## src/rtl/rpn_stack_controller.sv

```systemverilog
// ============================================================================
//  Module   : rpn_stack_controller
//  Purpose  : Postfix (RPN) token sequencer driving an external LIFO stack.
//  Revision : 1.0  initial release
// ============================================================================
`default_nettype none

module rpn_stack_controller #(
  parameter int WIDTH = 4
) (
  input  logic             Clk,
  input  logic             RstN,
  input  logic             Tok_Valid,
  input  logic             Tok_Is_Op,
  input  logic [WIDTH-1:0] Tok_Data,
  output logic             Tok_Ready,
  output logic             Stk_Push,
  output logic             Stk_Pop,
  output logic [WIDTH-1:0] Stk_Data_In,
  input  logic [WIDTH-1:0] Stk_Data_Out,
  input  logic             Stk_Full,
  input  logic             Stk_Empty,
  output logic [WIDTH-1:0] Result,
  output logic             Result_Valid,
  output logic [1:0]       Error_Code
);

  localparam logic [3:0] c_IDLE  = 4'd0;
  localparam logic [3:0] c_PUSH  = 4'd1;
  localparam logic [3:0] c_POPB  = 4'd2;
  localparam logic [3:0] c_CAPB  = 4'd3;
  localparam logic [3:0] c_POPA  = 4'd4;
  localparam logic [3:0] c_CAPA  = 4'd5;
  localparam logic [3:0] c_PUSHR = 4'd6;
  localparam logic [3:0] c_POPEQ = 4'd7;
  localparam logic [3:0] c_CAPEQ = 4'd8;
  localparam logic [3:0] c_ERR   = 4'd9;

  localparam logic [2:0] c_OP_ADD = 3'd0;
  localparam logic [2:0] c_OP_SUB = 3'd1;
  localparam logic [2:0] c_OP_AND = 3'd2;
  localparam logic [2:0] c_OP_OR  = 3'd3;
  localparam logic [2:0] c_OP_XOR = 3'd4;
  localparam logic [2:0] c_OP_EQ  = 3'd5;

  localparam logic [1:0] c_ERR_NONE  = 2'd0;
  localparam logic [1:0] c_ERR_UNDER = 2'd1;
  localparam logic [1:0] c_ERR_OVER  = 2'd2;
  localparam logic [1:0] c_ERR_OPC   = 2'd3;

  logic [3:0]       state_q,  state_d;
  logic             ready_q,  ready_d;
  logic             push_q,   push_d;
  logic             pop_q,    pop_d;
  logic [WIDTH-1:0] din_q,    din_d;
  logic [WIDTH-1:0] result_q, result_d;
  logic             rv_q,     rv_d;
  logic [1:0]       err_q,    err_d;
  logic [WIDTH-1:0] a_q,      a_d;
  logic [WIDTH-1:0] b_q,      b_d;
  logic [2:0]       op_q,     op_d;

  function automatic logic [WIDTH-1:0] alu(input logic [2:0] op,
                                           input logic [WIDTH-1:0] a,
                                           input logic [WIDTH-1:0] b);
    logic [WIDTH-1:0] r;
    r = '0;
    case (op)
      c_OP_ADD: r = a + b;
      c_OP_SUB: r = a - b;
      c_OP_AND: r = a & b;
      c_OP_OR:  r = a | b;
      c_OP_XOR: r = a ^ b;
      default:  r = '0;
    endcase
    return r;
  endfunction

  always_comb begin
    state_d  = state_q;
    push_d   = 1'b0;
    pop_d    = 1'b0;
    rv_d     = 1'b0;
    din_d    = din_q;
    result_d = result_q;
    err_d    = err_q;
    a_d      = a_q;
    b_d      = b_q;
    op_d     = op_q;

    // Stack control is registered, so Empty/Full are judged one cycle
    // before the corresponding Push/Pop appears on the outputs.
    case (state_q)
      c_IDLE: begin
        if (Tok_Valid && ready_q) begin
          if (!Tok_Is_Op) begin
            if (Stk_Full) begin
              state_d = c_ERR;
              err_d   = c_ERR_OVER;
            end else begin
              state_d = c_PUSH;
              push_d  = 1'b1;
              din_d   = Tok_Data;
            end
          end else begin
            op_d = Tok_Data[2:0];
            case (Tok_Data[2:0])
              c_OP_ADD, c_OP_SUB, c_OP_AND, c_OP_OR, c_OP_XOR: begin
                if (Stk_Empty) begin
                  state_d = c_ERR;
                  err_d   = c_ERR_UNDER;
                end else begin
                  state_d = c_POPB;
                  pop_d   = 1'b1;
                end
              end
              c_OP_EQ: begin
                if (Stk_Empty) begin
                  state_d = c_ERR;
                  err_d   = c_ERR_UNDER;
                end else begin
                  state_d = c_POPEQ;
                  pop_d   = 1'b1;
                end
              end
              default: begin
                state_d = c_ERR;
                err_d   = c_ERR_OPC;
              end
            endcase
          end
        end
      end
      c_PUSH:  state_d = c_IDLE;
      c_POPB:  state_d = c_CAPB;
      c_CAPB: begin
        b_d = Stk_Data_Out;
        if (Stk_Empty) begin
          state_d = c_ERR;
          err_d   = c_ERR_UNDER;
        end else begin
          state_d = c_POPA;
          pop_d   = 1'b1;
        end
      end
      c_POPA:  state_d = c_CAPA;
      c_CAPA: begin
        // A arrives this cycle; feed it straight into the ALU for the push.
        a_d     = Stk_Data_Out;
        din_d   = alu(op_q, Stk_Data_Out, b_q);
        push_d  = 1'b1;
        state_d = c_PUSHR;
      end
      c_PUSHR: state_d = c_IDLE;
      c_POPEQ: state_d = c_CAPEQ;
      c_CAPEQ: begin
        result_d = Stk_Data_Out;
        rv_d     = 1'b1;
        state_d  = c_IDLE;
      end
      c_ERR:   state_d = c_ERR;
      default: state_d = c_IDLE;
    endcase
  end

  assign ready_d = (state_d == c_IDLE);

  always_ff @(posedge Clk or negedge RstN) begin
    if (!RstN) begin
      state_q  <= c_IDLE;
      ready_q  <= 1'b0;
      push_q   <= 1'b0;
      pop_q    <= 1'b0;
      din_q    <= '0;
      result_q <= '0;
      rv_q     <= 1'b0;
      err_q    <= c_ERR_NONE;
      a_q      <= '0;
      b_q      <= '0;
      op_q     <= 3'd0;
    end else begin
      state_q  <= state_d;
      ready_q  <= ready_d;
      push_q   <= push_d;
      pop_q    <= pop_d;
      din_q    <= din_d;
      result_q <= result_d;
      rv_q     <= rv_d;
      err_q    <= err_d;
      a_q      <= a_d;
      b_q      <= b_d;
      op_q     <= op_d;
    end
  end

  assign Tok_Ready    = ready_q;
  assign Stk_Push     = push_q;
  assign Stk_Pop      = pop_q;
  assign Stk_Data_In  = din_q;
  assign Result       = result_q;
  assign Result_Valid = rv_q;
  assign Error_Code   = err_q;

endmodule

`default_nettype wire

```

## config.mk

```make
export PLATFORM = sky130hd
export DESIGN_NAME = rpn_stack_controller
export DESIGN_NICKNAME = d
export VERILOG_FILES = /design/src/rtl/rpn_stack_controller.sv
export SDC_FILE = /design/constraint.sdc
export NUM_CORES = 1
export LEC_CHECK = 0
export ABC_AREA = 1
export BUFFER_PORTS_ARGS = -buffer_cell sky130_fd_sc_hd__buf_2
export CAP_MARGIN = 20
export CORE_UTILIZATION = 30
export DETAILED_ROUTE_END_ITERATION = 6
export GPL_ROUTABILITY_DRIVEN = 1
export PLACE_DENSITY = 0.55
export SLEW_MARGIN = 40
export SYNTH_ARGS = -nofsm -noshare
export SYNTH_HDL_FRONTEND = slang
export SYNTH_SLANG_ARGS = --single-unit
```

## constraint.sdc

```tcl
create_clock -name Clk -period 2.8 [get_ports Clk]
set_clock_uncertainty 0.05 [all_clocks]
set_input_delay 0.28 -clock Clk [delete_from_list [all_inputs] [get_ports Clk]]
set_output_delay 0.28 -clock Clk [all_outputs]
set_load 0.005 [all_outputs]
```

== Word level (Yosys, flattened, before mapping) ==
Cells that the tools add are included.
Storage, ports and cells
  register bits: 25
  input bits: 14
  output and inout bits: 14
  logic and storage cells: 76
Cells by class
  add/subtract/negate cells: 2
  equality and inequality tests: 20
  muxes and demuxes: 29
  bitwise logic cells: 3
  reduce and logical (&&, ||, !) cells: 12
Operators with widths (count)
  $mux 4: 9
  $pmux 4 s7: 1
  $pmux 4 s5: 1
  $pmux 4 s2: 2
  $eq 3x2->1 const B: 4
  $eq 4x3->1 const B: 3
  $mux 2: 5
  $eq 3x3->1 const B: 3
  $eq 4x2->1 const B: 2
  $eq 4x4->1 const B: 2
  $logic_not 4->1: 2
  $mux 1: 8
  $eq 3x1->1 const B: 2
  $logic_not 3->1: 2
  $ne 2x2->1 const B: 3
  $reduce_and 3->1: 2
  $reduce_or 6->1: 1
  $reduce_or 5->1: 1
  $add 4x4->4: 1
  $and 4x4->4: 1
  $or 4x4->4: 1
  $pmux 1 s2: 2
  $pmux 2 s2: 1
  $reduce_and 4->1: 1
  other kinds (5): 6

== Logic depth before layout (Yosys ltp) ==
Gate-level depths: netlist (run 1).
  depth in word-level cells: 7
  gate-level depth with buffers: 15
  depth with buffers taken out: 15

== Worst setup path after synthesis (run 1) ==
No wires, ideal clock.
  path type: reg-to-reg
  start point: register op_q[1]
  end point: register din_q[3], in the netlist Stk_Data_In[3]
  setup time: 0.077 ns
  data arrival time: 1.835 ns
  data required time: 2.673 ns
  slack: 0.838 ns
  cell stages (with the launch flop): 15
  buffers on the path: 0
  clock period less this slack: 1.962 ns
  path through: dfrtp_1 -> nor2_2 -> nand2_1 -> o21ai_0 -> inv_1 -> ha_1 -> nand2_1 -> nor2_1 -> nor2_1 -> inv_1 -> nand2_1 -> nand3_1 -> nand2_1 -> nand2_1 -> a21oi_1
On the way
  longest elaborated chain between the ends: 3
  elaborated cells between the ends (all ways): 7
  classes of those cells: 4 x eq/ne; 2 x mux; 1 x reduce/logical
Ends and longest elaborated chain
  start: declaration: line 61  | logic [2:0] op_q, op_d;
  start signal: assignment: line 192  | op_q <= op_d;
  $eq 3x3->1 (tied with other cells): line 68  | case (op)
  $pmux 4 s5 (*): line 68
  $pmux 4 s2 (*): line 93  | case (state_q)
  end signal: assignment: line 186  | din_q <= din_d;
  end: declaration: line 55  | logic [WIDTH-1:0] din_q, din_d;
Every way passes the cells marked *; elsewhere a longest branch is shown, timed or not.
A chain may end at the register's enable or synchronous reset.

== Final worst setup path (run 1) ==
Same ends and word-level chain as after synthesis.

==> results of run 1 <==
sequential cells by signal (all words and copies together), names as in the netlist:
| signal | flops |
|---|---|
| Stk_Data_In | 4 |
| op_q | 3 |
| Result | 4 |
| state_q | 4 |
| Error_Code | 2 |
| Result_Valid | 1 |
| Stk_Pop | 1 |
| Stk_Push | 1 |
| Tok_Ready | 1 |
| b_q | 4 |
kinds of logic (layout without fill, tap and decap cells):
family          count (synthesis)  count (layout)
buf+inv                        36              67
xor+xnor                        1               1
flops                          25              25
fa+ha+maj                      13              13
compound gates                 36              36
simple gates                   97              97
layout make-up:
class / count / share of cell area [%]
Inverter: 35 / 6.98
Tap cell: 70 / 4.65
Multi-Input combinational cell: 147 / 45.0
Sequential cell: 25 / 33.2
Timing Repair Buffer: 28 / 7.71
Clock buffer: 4 / 2.39
cell usage after synthesis:
library cell and instances:
nand2_1 50, inv_1 29, dfrtp_1 25, nor2_1 19
o21ai_0 16, ha_1 12, a21oi_1 10, nand3_1 8
inv_2 6, o21ai_1 4, nand2_2 3, nor2_2 3
nor3_1 3, nor3_2 3, nor2_4 2, a21oi_4 1
a31oi_1 1, and2_1 1, buf_6 1, fa_1 1
nand2_4 1, nand3b_1 1, nand4_1 1, nor3_4 1
nor4_1 1, o2111ai_1 1, o211ai_1 1, o211ai_2 1
o21ai_2 1, xor2_1 1
stage by stage:
stage | worst slack [ns] | std cells
5_1_grt | 0.227 | 309
3_3_place_gp | 0.550 | 304
2_1_floorplan | 0.838 | 208
6_report | 0.538 | 309
3_5_place_dp | 0.552 | 304
4_1_cts | 0.540 | 309
power breakdown:
part	switching [W]	total, W	internal (W)	leakage, nW
Sequential	0.000139	0.000668	0.000528	0.305
Clock	0.000113	0.000215	0.000102	0.0228
Combinational	0.000663	0.00109	0.000430	0.653
Total	0.000915	0.00198	0.00106	0.981
path summary, 6_finish.rpt:
check | startpoint | end | slack (ns)
max in group asynchronous | RstN | Result[0] | 1.83
worst max-delay path | op_q[1] | Stk_Data_In[3] | 0.54
min in group asynchronous | RstN | b_q[2] | 0.49
worst max register to register | op_q[1] | Stk_Data_In[3] | 0.54
worst min register to register | Result[2] | Result[2] | 0.43
worst min-delay path | Stk_Data_Out[0] | b_q[0] | 0.22
layer usage:
layer,up-vias,share of wire (%)
met5,-,0
met4,0,0.62
met3,2,3.8
met2,26,43
met1,596,52
li1,729,-
critical path: cells and delay by family (launching register included):
kind	cells	cell delay, ns
compound gates	2	0.44
buf+inv	2	0.15
flops	1	0.45
simple gates	9	0.86
fa+ha+maj	1	0.27
cells in the final DEF (no fill, tap or decap), drive strengths merged, types with 2 or more instances in the layout:
cell	count
nand3	8
dfrtp	25
buf	27
a21oi	11
nand2	54
ha	12
o21ai	21
nor2	24
nor3	7
o211ai	2
clkbuf	4
inv	35
==> flow_summary_export.csv, run 1 <==
group,metric,value,unit
global_routing,grt_pass1_wl,5670,um
logic_synthesis,main_combinational_cell_family_by_area_after_synthesis,"simple AND/OR/NAND/NOR gates",
logic_synthesis,post_synthesis_share_of_cell_area_spent_on_and_or_nand_and_nor_gates,28.4,%
critical_path,timing.critical_path.slowest_stage_cell,"dfrtp_1",
floorplan,die_area,5680,um2
critical_path,cp-start-kind,"flip-flop",
sta,worst_slew_pin_slew,0.579,ns
global_routing,grt_overflow_total,0,
hold_path,timing.hold.worst_path_depth,3,
sta,fin_tns_setup,0,ns
drt,dr.pass1.iters,5,
clock_tree,clockRootBuffer,"clkbuf_8",
clock_tree,ctsHoldBuffers,1,
logic_synthesis,post_synth_mux_area_share,0,%
critical_path,worst_path_largest_cell_delay,0.45,ns
sta,final_min_period_over_clock_period,80.8,%
cells_and_area,multiInputGateArea,847,um2
placed_design,hpwlAfterDp,2800,um
global_routing,globalRouteTotalUtil,13.3,%
cells_and_area,postLayoutCoreUtil,36.6,%
drt,detailroute.via_count,1353,
clock_tree,inserted_clock_buffers,3,
drt,total_routed_length,3520,um
global_routing,number_of_global_route_vias_before_repair,1190,
critical_path,worst_ep_required_time,2.95,ns
sta,fin_crit,2.26,ns
global_routing,use_met1,20.1,%
logic_synthesis,syn_nets,235,
critical_path,crit_top_cell,"nand2_1",
logic_synthesis,syn_avg_cell_area,7.77,um2
cells_and_area,ant_diodes,0,
cells_and_area,final_layout_size_suffix_gt1_share,21.8,%
clock_tree,cts_tree,"yes",
logic_synthesis,synthDominantCellAreaShare,38.7,%
logic_synthesis,synthDominantAreaCellType,"dfrtp_1",
logic_synthesis,synth-adder-area-share,10.5,%
cells_and_area,filler_cell_count,579,
logic_synthesis,synth_compound_gate_area_share,13.0,%
logic_synthesis,synth_xor_xnor_area_share,0.542,%
placed_design,port_buffers,27,
drt,drt_drc_violations_left,0,
clock_tree,cts_num_sinks,25,
critical_path,critical_path_class,"reg2reg",
sta,rsz_0062_raised_after_global_routing,"no",
power,power_density,1050,nW/um2
floorplan,boundaryPins,28,
clock_tree,htreeDepth,1,
critical_path,critical_path_peak_fanout,6,
hold_path,hold_class,"in2reg",
clock_tree,postCtsResizedCells,0,
global_routing,globalRouteMet3Util,2.12,%
floorplan,chipHeight,75.4,um
drt,routedWlPerCell,11.4,um
power,power.ir.vdd_worst,0.365,mV
logic_synthesis,postSynthCellCount,208,
floorplan,die_width,75.4,um
sta,whs,0.216,ns
power,power_leakage,0.981,nW
logic_synthesis,synth.ff_latch_count,25,
logic_synthesis,synth-warning-count,0,
cells_and_area,area.growth.synth_to_final,16.5,%
critical_path,crit_arrival,2.41,ns
critical_path,r2r.worst_path.cells,14,
logic_synthesis,synth_cell_type_count,30,
sta,maximum_clock_rate,0.442,GHz
drt,detailedRoute.firstIterationViolations,74,
logic_synthesis,seq_area_frac_synth,38.7,%
floorplan,core-area,5140,um2
power,design_power_total,0.00198,W
floorplan,initial_standard_cell_utilization_of_the_core,31.4,%
floorplan,fp-row-count,26,
run,timing.max_cap.violations,0,
clock_tree,clk_pin_slew_worst_paths,0.09,ns
sta,maxSlewHeadroom,61.4,%
placed_design,routabilityCongestion,0.887,
sta,finalSetupViolCount,0,
clock_tree,clkLatencyLatePin,0.26,ns
status,status,"completed",
global_routing,grt_max_degree,26,
placed_design,placedInstanceArea,1830,um2
logic_synthesis,mappedNetlistArea,1620,um2
critical_path,crit_path_cell_trace,"nor2_2, nand2_1, o21ai_0, inv_1, ha_1, nand2_1, nor2_1, nor2_1, inv_1, nand2_1, nand3_1, nand2_1, nand2_1, a21oi_1",
cells_and_area,stdcell_area,1880,um2
drt,antenna_left,0,
sta,timing_hold_violations_final,0,
logic_synthesis,synth_area_leaders,"dfrtp_1 39%, nand2_1 12%, ha_1 9.3%, inv_1 6.7%, o21ai_0 5.0%",
clock_tree,clk_path_buf_depth,2,
global_routing,antenna_found_initial,0,
global_routing,grtUsageMet2,20.1,%
drt,avgViaCountPerCell,4.38,
clock_tree,cts.repair_timing.setup_buffer_count,0,
sta,slew_violations,0,
cells_and_area,storage_cell_area,626,um2
critical_path,endpoint_kind,"flip-flop",
cells_and_area,design.final.nets,267,
global_routing,top_usage_layer,"met2",
Power figures use the tool's default switching activity.
==> run 2, diff against run 1 <==
--- a/config.mk
+++ b/config.mk
@@ -5,7 +5,7 @@
 export SDC_FILE = /design/constraint.sdc
 export NUM_CORES = 1
 export LEC_CHECK = 0
-export ABC_AREA = 1
+export ABC_AREA = 0
 export BUFFER_PORTS_ARGS = -buffer_cell sky130_fd_sc_hd__buf_2
 export CAP_MARGIN = 20
 export CORE_UTILIZATION = 30
==> constraint.sdc (replaced) <==
create_clock -name Clk -period 2.22 [get_ports Clk]
set_clock_uncertainty 0.05 [all_clocks]
set_input_delay 0.222 -clock Clk [delete_from_list [all_inputs] [get_ports Clk]]
set_output_delay 0.222 -clock Clk [all_outputs]
set_load 0.005 [all_outputs]
==> run 2 against run 1 <==
  * Cell count fell by 14%
  * Global-route usage is 0.24 points lower
  * Clock-buffer cell count down 1
  * Critical endpoint unchanged
  * Largest cell class unchanged
  * Largest power group unchanged
==> flow_summary_export.csv, run 2 <==
group,metric,value,unit
status,status,"completed",
sta,finalSetupViolCount,0,
logic_synthesis,synth_cell_type_count,41,
logic_synthesis,synth-edff-count,0,
placed_design,port_buffers,27,
logic_synthesis,synthDominantAreaCellType,"dfrtp_1",
cells_and_area,design.final.nets,223,
critical_path,cp-start-kind,"flip-flop",
clock_tree,cts_tree,"yes",
placed_design,pre_cts_ws,0.117,ns
cells_and_area,most_common_cell_after_layout_fill_and_taps_aside,"buf_2",
sta,whs,0.167,ns
critical_path,endpoint_kind,"flip-flop",
logic_synthesis,synth-async-reset-ratio,100,%
logic_synthesis,synthMostInstantiatedCell,"dfrtp_1",
cells_and_area,ant_diodes,0,
global_routing,grt_overflow_total,0,
logic_synthesis,mappedNetlistArea,1590,um2
hold_path,hold_class,"in2reg",
logic_synthesis,syn_nets,190,
logic_synthesis,synthDominantCellAreaShare,39.3,%
clock_tree,clk_pin_slew_worst_paths,0.10,ns
cells_and_area,layout_common_cells,"27 x buf_2, 25 x dfrtp_1, 18 x nand2_1, 14 x nor2_1, 12 x ha_1",
critical_path,crit_arrival,2.18,ns
power,clock_share_of_power,10.9,%
floorplan,fp-row-count,26,
clock_tree,clkLatencyLatePin,0.27,ns
power,power.share.switching,41.6,%
sta,timing_hold_violations_final,0,
drt,antenna_left,0,
clock_tree,inserted_clock_buffers,3,
sta,final_min_period_over_clock_period,92.7,%
global_routing,antenna_found_initial,0,
sta,fin_crit,2.06,ns
global_routing,grt_pass1_wl,5490,um
drt,drt_drc_violations_left,0,
clock_tree,cts_num_sinks,25,
power,power_report.internal_total,0.00149,W
logic_synthesis,postSynthCellCount,163,
floorplan,die_area,5600,um2
drt,detailroute.via_count,1269,
power,power.ir.vdd_worst,0.470,mV
floorplan,core-area,5110,um2
critical_path,worst_ep_required_time,2.34,ns
critical_path,timing.critical_path.slowest_stage_cell,"dfrtp_1",
logic_synthesis,most_used_flip_flop_cell_after_synthesis,"dfrtp_1",
logic_synthesis,synth.ff_latch_count,25,
cells_and_area,final_layout_size_suffix_gt1_share,28.7,%
floorplan,boundaryPins,28,
power,comb_power_share,56.4,%
global_routing,number_of_global_route_vias_before_repair,1176,
floorplan,chipHeight,74.8,um
drt,dr.pass1.iters,4,
global_routing,globalRouteTotalUtil,13.1,%
critical_path,critical_path_class,"reg2reg",
critical_path,crit_path_cell_trace,"inv_2, ha_1, nand2_1, o21ai_1, inv_1, ha_1, a21o_1, a21oi_1, xnor2_1, a31o_1",
logic_synthesis,post_synth_most_frequent_cells,"25 x dfrtp_1, 18 x nand2_1, 14 x nor2_1",
run,timing.max_cap.violations,0,
logic_synthesis,synth_area_leaders,"dfrtp_1 39%, ha_1 9.4%, mux2_2 5.0%, nand2_1 4.2%, o21ai_0 3.8%",
sta,maximum_clock_rate,0.486,GHz
clock_tree,clk_path_buf_depth,2,
sta,slew_violations,0,
critical_path,worst_path_largest_cell_delay,0.39,ns
clock_tree,clockRootBuffer,"clkbuf_8",
placed_design,routabilityCongestion,0.832,
power,power_leakage,0.908,nW
floorplan,initial_standard_cell_utilization_of_the_core,31.1,%
sta,maxSlewHeadroom,60.4,%
sta,worst_slack,0.162,ns
drt,detailedRoute.firstIterationViolations,46,
logic_synthesis,seq_area_frac_synth,39.3,%
power,switching_power,0.00106,W
logic_synthesis,syn_avg_cell_area,9.76,um2
drt,total_routed_length,3380,um
cells_and_area,area.growth.synth_to_final,18.5,%
global_routing,grt_max_degree,26,
power,p_seq_share,32.6,%
drt,avgViaCountPerCell,4.79,
critical_path,critical_path_peak_fanout,4,
placed_design,hpwlAfterDp,2600,um
logic_synthesis,synth-warning-count,0,
clock_tree,htreeDepth,1,
power,power_density,1350,nW/um2
floorplan,die_width,74.8,um
drt,routedWlPerCell,12.8,um
critical_path,crit_top_cell,"ha_1",
sta,worst_slew_pin_slew,0.593,ns
run 2: worst paths after layout:
check,end,cells after the start,slack [ns],startpoint
max in group asynchronous,Result[1],2,1.30,RstN
min in group asynchronous,Error_Code[1],2,0.42,RstN
min,b_q[0],3,0.17,Stk_Data_Out[0]
max reg2reg,Stk_Data_In[3],10,0.16,b_q[0]
max,Stk_Data_In[3],10,0.16,b_q[0]
min reg2reg,Error_Code[1],1,0.43,Error_Code[1]
run 2: cell families after synthesis:
kind of cell               share of synthesized area (%)
muxes                                               9.05
buffers and inverters                               4.72
xor gates and xnor gates                            2.75
AOI/OAI and AO/OA                                   15.2
DFF                                                 39.3
and+or+nand+nor                                     18.3
adders and majority gates                           10.7
run 2: power by group through the flow:
| stage | registers [W] | clock network [W] | logic (W) |
|---|---|---|---|
| finish | 0.000832 | 0.000279 | 0.00144 |
| global route | 0.000861 | 0.000311 | 0.00163 |
| CTS | 0.000831 | 0.000287 | 0.00144 |
| detailed placement | 0.000840 | 0 | 0.00143 |
| global placement | 0.000840 | 0 | 0.00143 |
| floorplan | 0.000807 | 0 | 0.00104 |
run 2: metal layers:
| metal | vias up | part of all wire, % | global-route usage [%] |
|---|---|---|---|
| li1 | 638 | - | - |
| met1 | 614 | 47 | 17.0 |
| met2 | 13 | 50 | 22.1 |
| met3 | 4 | 2.3 | 2.41 |
| met4 | 0 | 1.3 | 3.98 |
| met5 | - | 0 | 0 |
run 2: metrics by stage:
step                      total power (W)  utilization, %  std cells  cell area [um2]  setup TNS, ns
after global placement            0.00227            35.6        259             1820              0
final                             0.00255            36.9        265             1880              0
after detailed placement          0.00227            35.6        259             1820              0
after global routing              0.00280            36.9        265             1880       -0.00231
after floorplan                   0.00185               -        163             1590              0
after CTS                         0.00256            36.7        264             1880              0
run 2: what timing repair did:
action,4_1_cts,5_1_grt
hold buffers,1,0
buffers inserted,0,1
endpoints found under the setup margin,0,2
gates resized for setup,0,3
hold endpoints to repair,25,0
run 2: final cells by class:
cell class	instances	area, um2
Fill cell	529	3220
Multi-Input combinational cell	120	890
Sequential cell	25	626
Timing Repair Buffer	34	190
Tap cell	70	87.6
Inverter	12	45.0
Clock buffer	3	41.3
Clock inverter	1	5.00
run 2: worst max-delay path, delay by kind of cell (launching register included):
family | cells | cell delay (ns)
AO/OA/AOI/OAI | 4 | 0.67
XOR/XNOR | 1 | 0.11
adder cells (fa/ha/maj) | 2 | 0.56
buffers and inverters | 2 | 0.15
flip-flops | 1 | 0.39
AND/OR/NAND/NOR | 1 | 0.04
==> run 3, diff against run 2 <==
==> constraint.sdc (replaced) <==
create_clock -name Clk -period 2.3 [get_ports Clk]
set_clock_uncertainty 0.05 [all_clocks]
set_input_delay 0.23 -clock Clk [delete_from_list [all_inputs] [get_ports Clk]]
set_output_delay 0.23 -clock Clk [all_outputs]
set_load 0.005 [all_outputs]
==> run 3 against run 2 <==
  * Non-clock buffer count fell by 1
  * Clock power shrank 5%
  * First-iteration DRC count grew 80%
  * Maximum frequency fell by 1.4%
==> flow_summary_export.csv, run 3 (synthesized netlist as in run 2, its figures left out) <==
group,metric,value,unit
status,status,"completed",
sta,timing_hold_violations_final,0,
sta,fin_crit,2.09,ns
sta,maxSlewHeadroom,60.0,%
sta,fin_tns_setup,0,ns
drt,total_routed_length,3370,um
power,power_density,1300,nW/um2
hold_path,min_delay_startpoint,"Tok_Data[0]",
floorplan,die_width,74.8,um
cells_and_area,ant_diodes,0,
floorplan,chipHeight,74.8,um
drt,dr.pass1.iters,4,
clock_tree,clkLatencyLatePin,0.27,ns
sta,rsz_0062_raised_after_global_routing,"no",
cells_and_area,multiInputGateArea,890,um2
placed_design,hpwlAfterDp,2590,um
global_routing,grt_overflow_total,0,
sta,whs,0.179,ns
drt,avgViaCountPerCell,4.76,
critical_path,r2r.worst_path.cells,10,
clock_tree,clk_path_buf_depth,2,
sta,worst_slack,0.212,ns
global_routing,grt_max_degree,26,
drt,antenna_left,0,
drt,detailroute.via_count,1257,
cells_and_area,layout_common_cells,"27 x buf_2, 25 x dfrtp_1, 18 x nand2_1, 14 x nor2_1",
sta,slew_violations,0,
critical_path,critical_path_class,"reg2reg",
sta,finalSetupViolCount,0,
hold_path,whs_endpoint,"op_q[0]",
hold_path,timing.hold.worst_path_depth,2,
power,power_leakage,0.904,nW
placed_design,pre_cts_ws,0.206,ns
global_routing,grt_pass1_wl,5530,um
clock_tree,clk_pin_slew_worst_paths,0.10,ns
global_routing,antenna_found_initial,0,
placed_design,routabilityCongestion,0.833,
critical_path,cp-start-kind,"flip-flop",
critical_path,reg2reg_setup_slack,0.21,ns
floorplan,fp-row-count,26,
sta,worst_slew_pin_slew,0.601,ns
drt,detailedRoute.firstIterationViolations,83,
global_routing,globalRouteTotalUtil,13.1,%
clock_tree,clockRootBuffer,"clkbuf_8",
critical_path,endpoint_kind,"flip-flop",
clock_tree,cts.repair_timing.setup_buffer_count,0,
placed_design,port_buffers,27,
critical_path,r2r_start,"b_q[1]",
cells_and_area,design.final.nets,222,
power,power.ir.vdd_worst,0.474,mV
floorplan,core-area,5110,um2
critical_path,worst_ep_required_time,2.45,ns
critical_path,critical_path_peak_fanout,5,
floorplan,die_area,5600,um2
sta,maximum_clock_rate,0.479,GHz
drt,routedWlPerCell,12.8,um
global_routing,number_of_global_route_vias_before_repair,1158,
hold_path,hold_class,"in2reg",
floorplan,initial_standard_cell_utilization_of_the_core,31.1,%
clock_tree,htreeDepth,1,
cells_and_area,storage_cell_area,626,um2
critical_path,crit_arrival,2.24,ns
placed_design,placed_cells,259,
clock_tree,cts_tree,"yes",
clock_tree,inserted_clock_buffers,3,
critical_path,r2r-end,"Stk_Data_In[2]",
cells_and_area,postLayoutCoreUtil,36.7,%
drt,drt_drc_violations_left,0,
cells_and_area,area.growth.synth_to_final,18.0,%
cells_and_area,final_layout_size_suffix_gt1_share,27.8,%
cells_and_area,most_common_cell_after_layout_fill_and_taps_aside,"buf_2",
sta,final_min_period_over_clock_period,90.8,%
clock_tree,cts_num_sinks,25,
cells_and_area,filler_cell_count,539,
floorplan,boundaryPins,28,
run,timing.max_cap.violations,0,
cells_and_area,final_std_cells_w_o_fill,264,
==> run 3: what timing repair did <==
item                       CTS  global route
setup endpoints to repair    0             1
resized for setup            0             1
hold endpoints to repair    25             0
hold buffers                 1             0
==> run 3: worst max path at each step <==
stage,cells after the start,endpoint,startpoint,slack [ns]
floorplan,10,Stk_Data_In[3],op_q[2],0.19
global placement,10,Stk_Data_In[2],b_q[1],0.22
detailed placement,10,Stk_Data_In[2],b_q[0],0.21
CTS,10,Stk_Data_In[2],b_q[0],0.18
global route,10,Stk_Data_In[2],b_q[1],0.003
finish,10,Stk_Data_In[2],b_q[1],0.21
==> run 3: layout make-up <==
type / count / share of cell area, %
clock buffer: 3 / 2.20
clock inverter: 1 / 0.267
inverter: 12 / 2.40
multi-input combinational: 120 / 47.4
sequential: 25 / 33.3
tap: 70 / 4.67
timing repair buffer: 33 / 9.73
==> run 3: routing by layer <==
metal	global-route usage [%]	routed length, um	share of wire (%)
met2	20.6	1610	48
met4	4.19	50	1.5
met1	18.1	1600	47
met5	0	0	0
met3	2.54	112	3.3
==> run 3: per-stage QoR <==
step                total power, W  area [um2]
finish                     0.00243        1880
global route               0.00268        1880
CTS                        0.00247        1880
detailed placement         0.00219        1820
global placement           0.00219        1820
floorplan                  0.00179        1590
==> run 3: power by group <==
part	switching, W	leakage, nW	internal, W
Sequential	0.000160	0.309	0.000641
Clock	0.000145	0.0255	0.000121
Combinational	0.000702	0.570	0.000663
Total	0.00101	0.904	0.00143
==> run 3: critical path: stages, from the launching register on <==
cell	delay [ns]
dfrtp_1	0.39
inv_1	0.12
ha_1	0.25
nand2_1	0.05
o21ai_0	0.13
fa_1	0.43
xnor2_1	0.16
nor2_1	0.05
a211oi_1	0.21
a31oi_1	0.06
a21oi_1	0.14
